==> config.mk <==
export PLATFORM = sky130hd
export DESIGN_NAME = chacha20_keystream_sequencer
export DESIGN_NICKNAME = d
export VERILOG_FILES = /design/src/rtl/chacha20_keystream_sequencer.sv
export SDC_FILE = /design/constraint.sdc
export NUM_CORES = 2
export LEC_CHECK = 0
export CAP_MARGIN = 20
export CORE_AREA = 2 2 577 579
export DETAILED_ROUTE_END_ITERATION = 12
export DIE_AREA = 0 0 579 581
export PLACE_DENSITY = 0.42
export SETUP_SLACK_MARGIN = 0.4
export SYNTH_ARGS = -nofsm -noshare
export SYNTH_HDL_FRONTEND = slang
export SYNTH_SLANG_ARGS = --single-unit
export TNS_END_PERCENT = 30
==> constraint.sdc <==
create_clock -name clock -period 51.9 [get_ports clock]
set_input_delay 10.38 -clock clock [delete_from_list [all_inputs] [get_ports clock]]
set_output_delay 10.38 -clock clock [all_outputs]
set_load 0.01 [all_outputs]
==> src/rtl/chacha20_keystream_sequencer.sv <==
// ChaCha20 keystream sequencer: builds the initial state, runs the external round engine,
// adds the feed-forward and streams 16 words per block. Optional macro: CHACHA20_COUNTER_WRAP_ERROR_EN.
module chacha20_keystream_sequencer #(
    parameter int WORDS_PER_BLOCK = 16
) (
    input  logic         clock,
    input  logic         clear,
    input  logic [255:0] key,
    input  logic [95:0]  nonce,
    input  logic [31:0]  initial_counter,
    input  logic         load,
    input  logic         enable,
    output logic         core_start,
    output logic [511:0] core_round_input,
    input  logic         core_finished,
    input  logic [511:0] core_round_output,
    output logic         ks_valid,
    input  logic         ks_ready,
    output logic [31:0]  ks_data,
    output logic [31:0]  block_counter,
    output logic         busy,
    output logic         error,
    output logic [2:0]   dbg_state
);

    // Keystream handshake: a word transfers on a cycle where ks_valid && ks_ready;
    // ks_valid never drops and ks_data never changes until that transfer happens.
    typedef enum logic [2:0] {
        S_IDLE   = 3'd0,
        S_START  = 3'd1,
        S_WAIT   = 3'd2,
        S_ADD    = 3'd3,
        S_STREAM = 3'd4
    } state_t;

    state_t        r_state;
    state_t        w_next;
    logic [255:0]  r_key;
    logic [95:0]   r_nonce;
    logic [31:0]   r_counter;
    logic          r_loaded;
    logic [31:0]   r_sum [0:WORDS_PER_BLOCK-1];
    logic [3:0]    r_idx;
    logic          w_last_accept;
    logic          w_wrap_stop;
    logic          w_blocked;

    assign core_round_input = {r_nonce, r_counter, r_key,
                               128'h6b206574_79622d32_3320646e_61707865};

    assign w_last_accept = (r_state == S_STREAM) && ks_ready &&
                           (r_idx == 4'(WORDS_PER_BLOCK - 1));

`ifdef CHACHA20_COUNTER_WRAP_ERROR_EN
    logic r_error;
    assign w_wrap_stop = (r_counter == 32'hFFFF_FFFF);
    assign w_blocked   = r_error;
    assign error       = r_error;

    always_ff @(posedge clock or posedge clear) begin
        if (clear)
            r_error <= 1'b0;
        else if (w_last_accept && w_wrap_stop)
            r_error <= 1'b1;
    end
`else
    assign w_wrap_stop = 1'b0;
    assign w_blocked   = 1'b0;
    assign error       = 1'b0;
`endif

    always_comb begin
        w_next = r_state;
        case (r_state)
            S_IDLE:   if (enable && (r_loaded || load) && !w_blocked) w_next = S_START;
            S_START:  w_next = S_WAIT;
            S_WAIT:   if (core_finished) w_next = S_ADD;
            S_ADD:    w_next = S_STREAM;
            S_STREAM: begin
                if (w_last_accept) begin
                    if (w_wrap_stop || !enable) w_next = S_IDLE;
                    else                        w_next = S_START;
                end
            end
            default:  w_next = S_IDLE;
        endcase
    end

    always_ff @(posedge clock or posedge clear) begin
        if (clear) begin
            r_state   <= S_IDLE;
            r_key     <= '0;
            r_nonce   <= '0;
            r_counter <= '0;
            r_loaded  <= 1'b0;
            r_idx     <= '0;
            for (int i = 0; i < WORDS_PER_BLOCK; i++) r_sum[i] <= '0;
        end else begin
            r_state <= w_next;
            if (r_state == S_IDLE && load) begin
                r_key     <= key;
                r_nonce   <= nonce;
                r_counter <= initial_counter;
                r_loaded  <= 1'b1;
            end
            // Feed-forward: engine output plus the state it started from, word by word.
            if (r_state == S_WAIT && core_finished) begin
                for (int i = 0; i < WORDS_PER_BLOCK; i++)
                    r_sum[i] <= core_round_output[32*i +: 32] + core_round_input[32*i +: 32];
            end
            if (r_state == S_STREAM && ks_ready) begin
                r_idx <= r_idx + 4'd1;
                if (w_last_accept) begin
                    r_idx <= '0;
                    if (!w_wrap_stop) r_counter <= r_counter + 32'd1;
                end
            end
        end
    end

    assign core_start    = (r_state == S_START);
    assign ks_valid      = (r_state == S_STREAM);
    assign ks_data       = ks_valid ? r_sum[r_idx] : 32'd0;
    assign block_counter = r_counter;
    assign busy          = (r_state != S_IDLE);
    assign dbg_state     = r_state;

endmodule

=== Word-level counts from Yosys, hierarchy flattened ===
Cells that the tools add are included.

* Bits in registers: 904
* Memories kept: 0
* ROM bits: 0
* Latch bits: 0
* Memory bits (writable): 0
* Output and inout port bits: 583
* Input port bits: 902
* Logic and storage cells: 72

* Multiplexer cells: 13
* Order comparisons: 1
* Add/subtract/negate cells: 18
* $mul: 0
* Reductions and logical operators: 9
* Div/mod/pow operators: 0
* Equality and inequality tests: 8
* Bitwise operators: 1
* Shifts and indexed selects: 0

{| class="wikitable"
|+ Operators with widths
! kind !! count
|-
| $add A32 B32 Y32 || 12
|-
| $mux W32 || 6
|-
| $bmux W32 S4 || 1
|-
| $add A32 B31 Y32 const B || 3
|-
| $add A32 B1 Y32 const B || 1
|-
| $add A32 B30 Y32 const B || 1
|-
| $pmux W3 S5 || 1
|-
| $mux W3 || 3
|-
| $eq A3 B2 Y1 const B || 2
|-
| $ge A5 B5 Y1 const B || 1
|-
| $logic_and A1 B1 Y1 || 5
|-
| $not A4 Y5 || 1
|-
| $add A4 B1 Y4 const B || 1
|-
| $eq A4 B4 Y1 const B || 1
|-
| $mux W4 || 1
|-
| $ne A2 B2 Y1 const B || 2
|-
| $eq A3 B1 Y1 const B || 1
|-
| $eq A3 B3 Y1 const B || 1
|-
| $logic_not A3 Y1 || 1
|-
| $reduce_and A3 Y1 || 1
|-
| $reduce_bool A3 Y1 || 1
|-
| $ne A2 B1 Y1 const B || 1
|-
| $logic_or A1 B1 Y1 || 1
|-
| $mux W1 || 1
|}

=== Logic depth before layout (Yosys ltp) ===
* Depth after elaboration: 5
* Mapped depth: 12
* Mapped depth without buffers: 12

=== Worst setup path after synthesis ===
Ideal clock, no wire load.

* Path kind: input to register
* Start point: input port core_round_output[192]
* End point: register r_sum[318] (netlist name)
* Path slack: 38830 ps
* Required time: 51771 ps
* Cell stages on the path: 12
* Arrival: 12941 ps
* Setup time: 129 ps
* Path buffers: 0
* Cells stage by stage: ha_1 fa_1 a21oi_1 o21bai_2 a221oi_2 o31ai_2 a2111oi_4 o41ai_1 or4_1 a31oi_1 xor2_1 o21ai_1

* Word-level cells in the longest chain between the ends: 1

{| class="wikitable"
|+ RTL lines
! element !! line !! source
|-
| start, declared || 16 || <nowiki>input logic [511:0] core_round_output,</nowiki>
|-
| $add A32 B32 Y32 || 109 || <nowiki>r_sum[i] <= core_round_output[32*i +: 32] + core_round_input[32*i +: 32];</nowiki>
|-
| end signal, assigned by index || 109 ||
|-
| end, declared || 42 || <nowiki>logic [31:0] r_sum [0:WORDS_PER_BLOCK-1];</nowiki>
|}

No other way between the ends.
A chain may end at the register's enable or synchronous reset.

=== Final worst setup path ===
* Start point: register r_idx[1]
* End point: output port ks_data[2]

* Word-level cells in the longest chain between the ends: 5

{| class="wikitable"
|+ RTL lines
! element !! line !! source
|-
| start, declared || 43 || <nowiki>logic [3:0] r_idx;</nowiki>
|-
| start signal, assigned || 112 || <nowiki>r_idx <= r_idx + 4'd1;</nowiki>
|-
| $not A4 Y5 (not written as such) || 123 || <nowiki>assign ks_data = ks_valid ? r_sum[r_idx] : 32'd0;</nowiki>
|-
| $bmux W32 S4 || 123 ||
|-
| $mux W32 (not written as such) (2 in a row) || 123 ||
|-
| $mux W32 || 123 ||
|-
| end, declared || 19 || <nowiki>output logic [31:0] ks_data,</nowiki>
|}

No other way between the ends. The select of a mux whose other input is x is not followed.

==> results.py <==
metrics = {
    "outcome": {
        "outcome": "finished, final reports clean",
    },
    "synth": {
        "ys_seq_area_frac": 0.392,
        "synth_most_common_cell": "nand2_1",
        "synth_area_leaders": "dfrtp_1 39%, nand2_1 12%, ha_1 8.2%",
        "synthCells": 6500,
        "ys.warnings.count": 0,
        "ys_async_sr_fraction": 1.00,
        "synth_seq_cells": 904,
        "synth_ff_type": "dfrtp_1",
        "avgSynthCellArea_um2": 8.88,
        "synth_top_area_share": 0.392,
        "yosysTopAreaCell": "dfrtp_1",
        "synthTopCellsByCount": "1843 x nand2_1, 904 x dfrtp_1, 551 x o21ai_0",
        "syn_area_mm2": 0.0577,
        "synth_edf_count": 0,
        "yosysUniqueCellTypes": 91,
    },
    "worst_setup_path": {
        "cpPeakStageDelay_ns": 0.84,
        "cp.arrival_ns": 5.30,
        "critical-path-top-delay-family": "buffers and inverters",
        "cp_num_buf_inv": 3,
        "crit_path_top_delay_cell": "buf_4",
        "crit_path_max_fanout": 63,
        "worstSetupStartpointType": "flop",
        "criticalPathCategory": "flop to output port",
        "path_cells": "buf_4 -> buf_4 -> mux4_2 -> mux4_2 -> and2_1 -> clkdlybuf4s50_1",
        "end_kind": "output port",
        "cp.required_ns": 41.52,
    },
    "routing": {
        "routed_wirelength_um": 359000,
        "drtIter0Drc": 4343,
        "first_pass_iters": 6,
        "ant_nets": 0,
        "drc": 0,
        "viasPerCell": 4.46,
        "wire_per_inst_um": 29.3,
        "vias": 54700,
    },
    "flow_run": {
        "drv_cap": 0,
    },
    "global_routing": {
        "grtUsageTotal": 0.207,
        "grt_pass1_wl_um": 480000,
        "overflow": 0,
        "grt_pass1_vias": 53800,
        "grt_max_degree": 226,
        "antenna_found_initial": 208,
    },
    "cells_and_area": {
        "fillers": 35700,
        "layout-drive-gt1-share": 0.0636,
        "utilization": 0.243,
        "area_growth_pct": 39.0,
        "nets": 9036,
        "design_area_mm2": 0.0802,
    },
    "power": {
        "total_power_w": 0.00554,
        "peakVddDrop_mv": 0.0269,
        "static-leakage-power_nw": 35.7,
        "power.density_mw_per_mm2": 69.0,
    },
    "timing": {
        "fin_crit_ns": 15.68,
        "worstMarginPinSlew_ns": 1.20,
        "setup_tns_ns": 0,
        "clock.fmax_ghz": 0.0638,
        "skew_ns": 0.0616,
        "final.period_utilization": 0.302,
        "max_slew_margin": 0.193,
        "rsz0062_at_grt": "false",
        "maxSlewViolCount": 0,
        "hold_viol": 0,
        "setup_viol": 0,
    },
    "clocking": {
        "cts_made_buffers": 137,
        "clk_pin_slew_ns": 0.06,
        "cts_resized": 0,
        "cts.sinks": 904,
        "cts.path.max_buffers": 4,
        "cts_tree": "built",
        "cts_hold_buf": 0,
        "post-cts-setup-buffer-count": 0,
        "insertion_delay_ns": 0.86,
        "cts_root_buf": "clkbuf_16",
        "h-tree-depth": 4,
    },
    "placement": {
        "routabilityCongestion": 0.922,
        "place_hpwl_um": 302000,
        "place_area_mm2": 0.0755,
        "io_buffers": 1355,
    },
    "min_path": {
        "hold_class": "flop to flop",
    },
    "die": {
        "die_x_um": 579,
        "core-area_mm2": 0.330,
        "die_area_mm2": 0.336,
        "start_util": 0.175,
        "chipHeight_um": 581,
        "ios": 1485,
        "core.rowCount": 211,
    },
}
==> report_power, final <==
group | internal [W] | switching (W)
Combinational | 0.00122 | 0.00178
Sequential | 0.00104 | 0.000511
Clock | 0.000583 | 0.000399
Total | 0.00285 | 0.00269
==> per-layer routing <==
metal | global-route usage | vias up | part of all wire
li1 | - | 24900 | -
met1 | 0.275 | 27100 | 0.44
met2 | 0.337 | 2087 | 0.46
met3 | 0.0494 | 497 | 0.074
met4 | 0.0434 | 116 | 0.024
met5 | 0 | - | 0.0022
==> through the flow <==
step,std cells,hold slack [ns],worst slack [ns]
4_1_cts,12200,0.473,36.00
2_1_floorplan,6627,0.429,16.11
3_5_place_dp,12000,0.461,36.71
5_1_grt,12200,0.493,35.99
6_report,12300,0.477,36.22
3_3_place_gp,12000,0.455,36.80
==> registers in the layout (all words and copies together) (netlist names) <==
name           count
r_sum            512
r_key            256
r_nonce           96
block_counter     32
r_idx              4
dbg_state          3
r_loaded           1
==> final timing paths <==
path,start,to,slack (ns),depth (start not counted)
hold reg to reg,r_sum[403]$_DFFE_PP0P_,r_sum[403]$_DFFE_PP0P_,0.48,2
hold / removal,r_sum[403]$_DFFE_PP0P_,r_sum[403]$_DFFE_PP0P_,0.48,2
min in group asynchronous,clear,r_key[186]$_DFFE_PP0P_,10.09,2
setup / recovery,r_idx[1]$_DFFE_PP0N_,ks_data[2],36.22,6
max in group asynchronous,clear,r_sum[384]$_DFFE_PP0P_,38.14,7
setup reg to reg,dbg_state[0]$_DFFE_PP0P_,r_sum[57]$_DFFE_PP0P_,46.70,7
==> kinds of logic (layout without fill, tap and decap cells) <==
group                    Yosys count  in the layout  share of synthesized area
buffers and inverters            518           1738                     0.0441
AO/OA/AOI/OAI                   1559           1559                      0.165
other                              2            172                   0.000130
AND/OR/NAND/NOR                 2512           2512                      0.181
multiplexers                     169            169                     0.0640
flip-flops                       904            904                      0.392
XOR/XNOR                         446            446                     0.0677
adder cells (fa/ha/maj)          390            390                     0.0861
==> worst reg2reg max path, cell delays in order (launching register included) <==
cell and delay [ns]:
dfrtp_1 0.77, nand4bb_4 0.38, buf_4 0.63, buf_4 0.70
buf_4 0.55, buf_4 0.80, buf_4 0.93, o21ai_0 0.31
==> cell usage in the layout (no fill, tap or decap), types with 129 or more instances in the layout <==
cell | netlist | final
ha_1 | 378 | 378
conb_1 | 2 | 129
xor2_1 | 220 | 220
o21ai_0 | 551 | 551
mux4_2 | 160 | 160
clkbuf_16 | 0 | 140
nand2_1 | 1843 | 1842
xnor2_1 | 226 | 225
dfrtp_1 | 904 | 900
a21o_1 | 216 | 216
nor2_1 | 230 | 230
clkdlybuf4s50_1 | 0 | 1355
a21oi_1 | 343 | 343
==> cell type report <==
| type | count | area (um2) | share of cell area |
|---|---|---|---|
| multi-input cells | 5205 | 33100 | 0.412 |
| flip-flops and latches | 904 | 22600 | 0.282 |
| repair buffers | 1408 | 14000 | 0.175 |
| well taps | 4366 | 5460 | 0.0681 |
| clock buffers | 182 | 3910 | 0.0487 |
| clock inverters | 60 | 692 | 0.00862 |
| inverters | 88 | 338 | 0.00421 |
| diodes | 43 | 108 | 0.00134 |
Note: power is estimated with default switching activity, not from simulation.
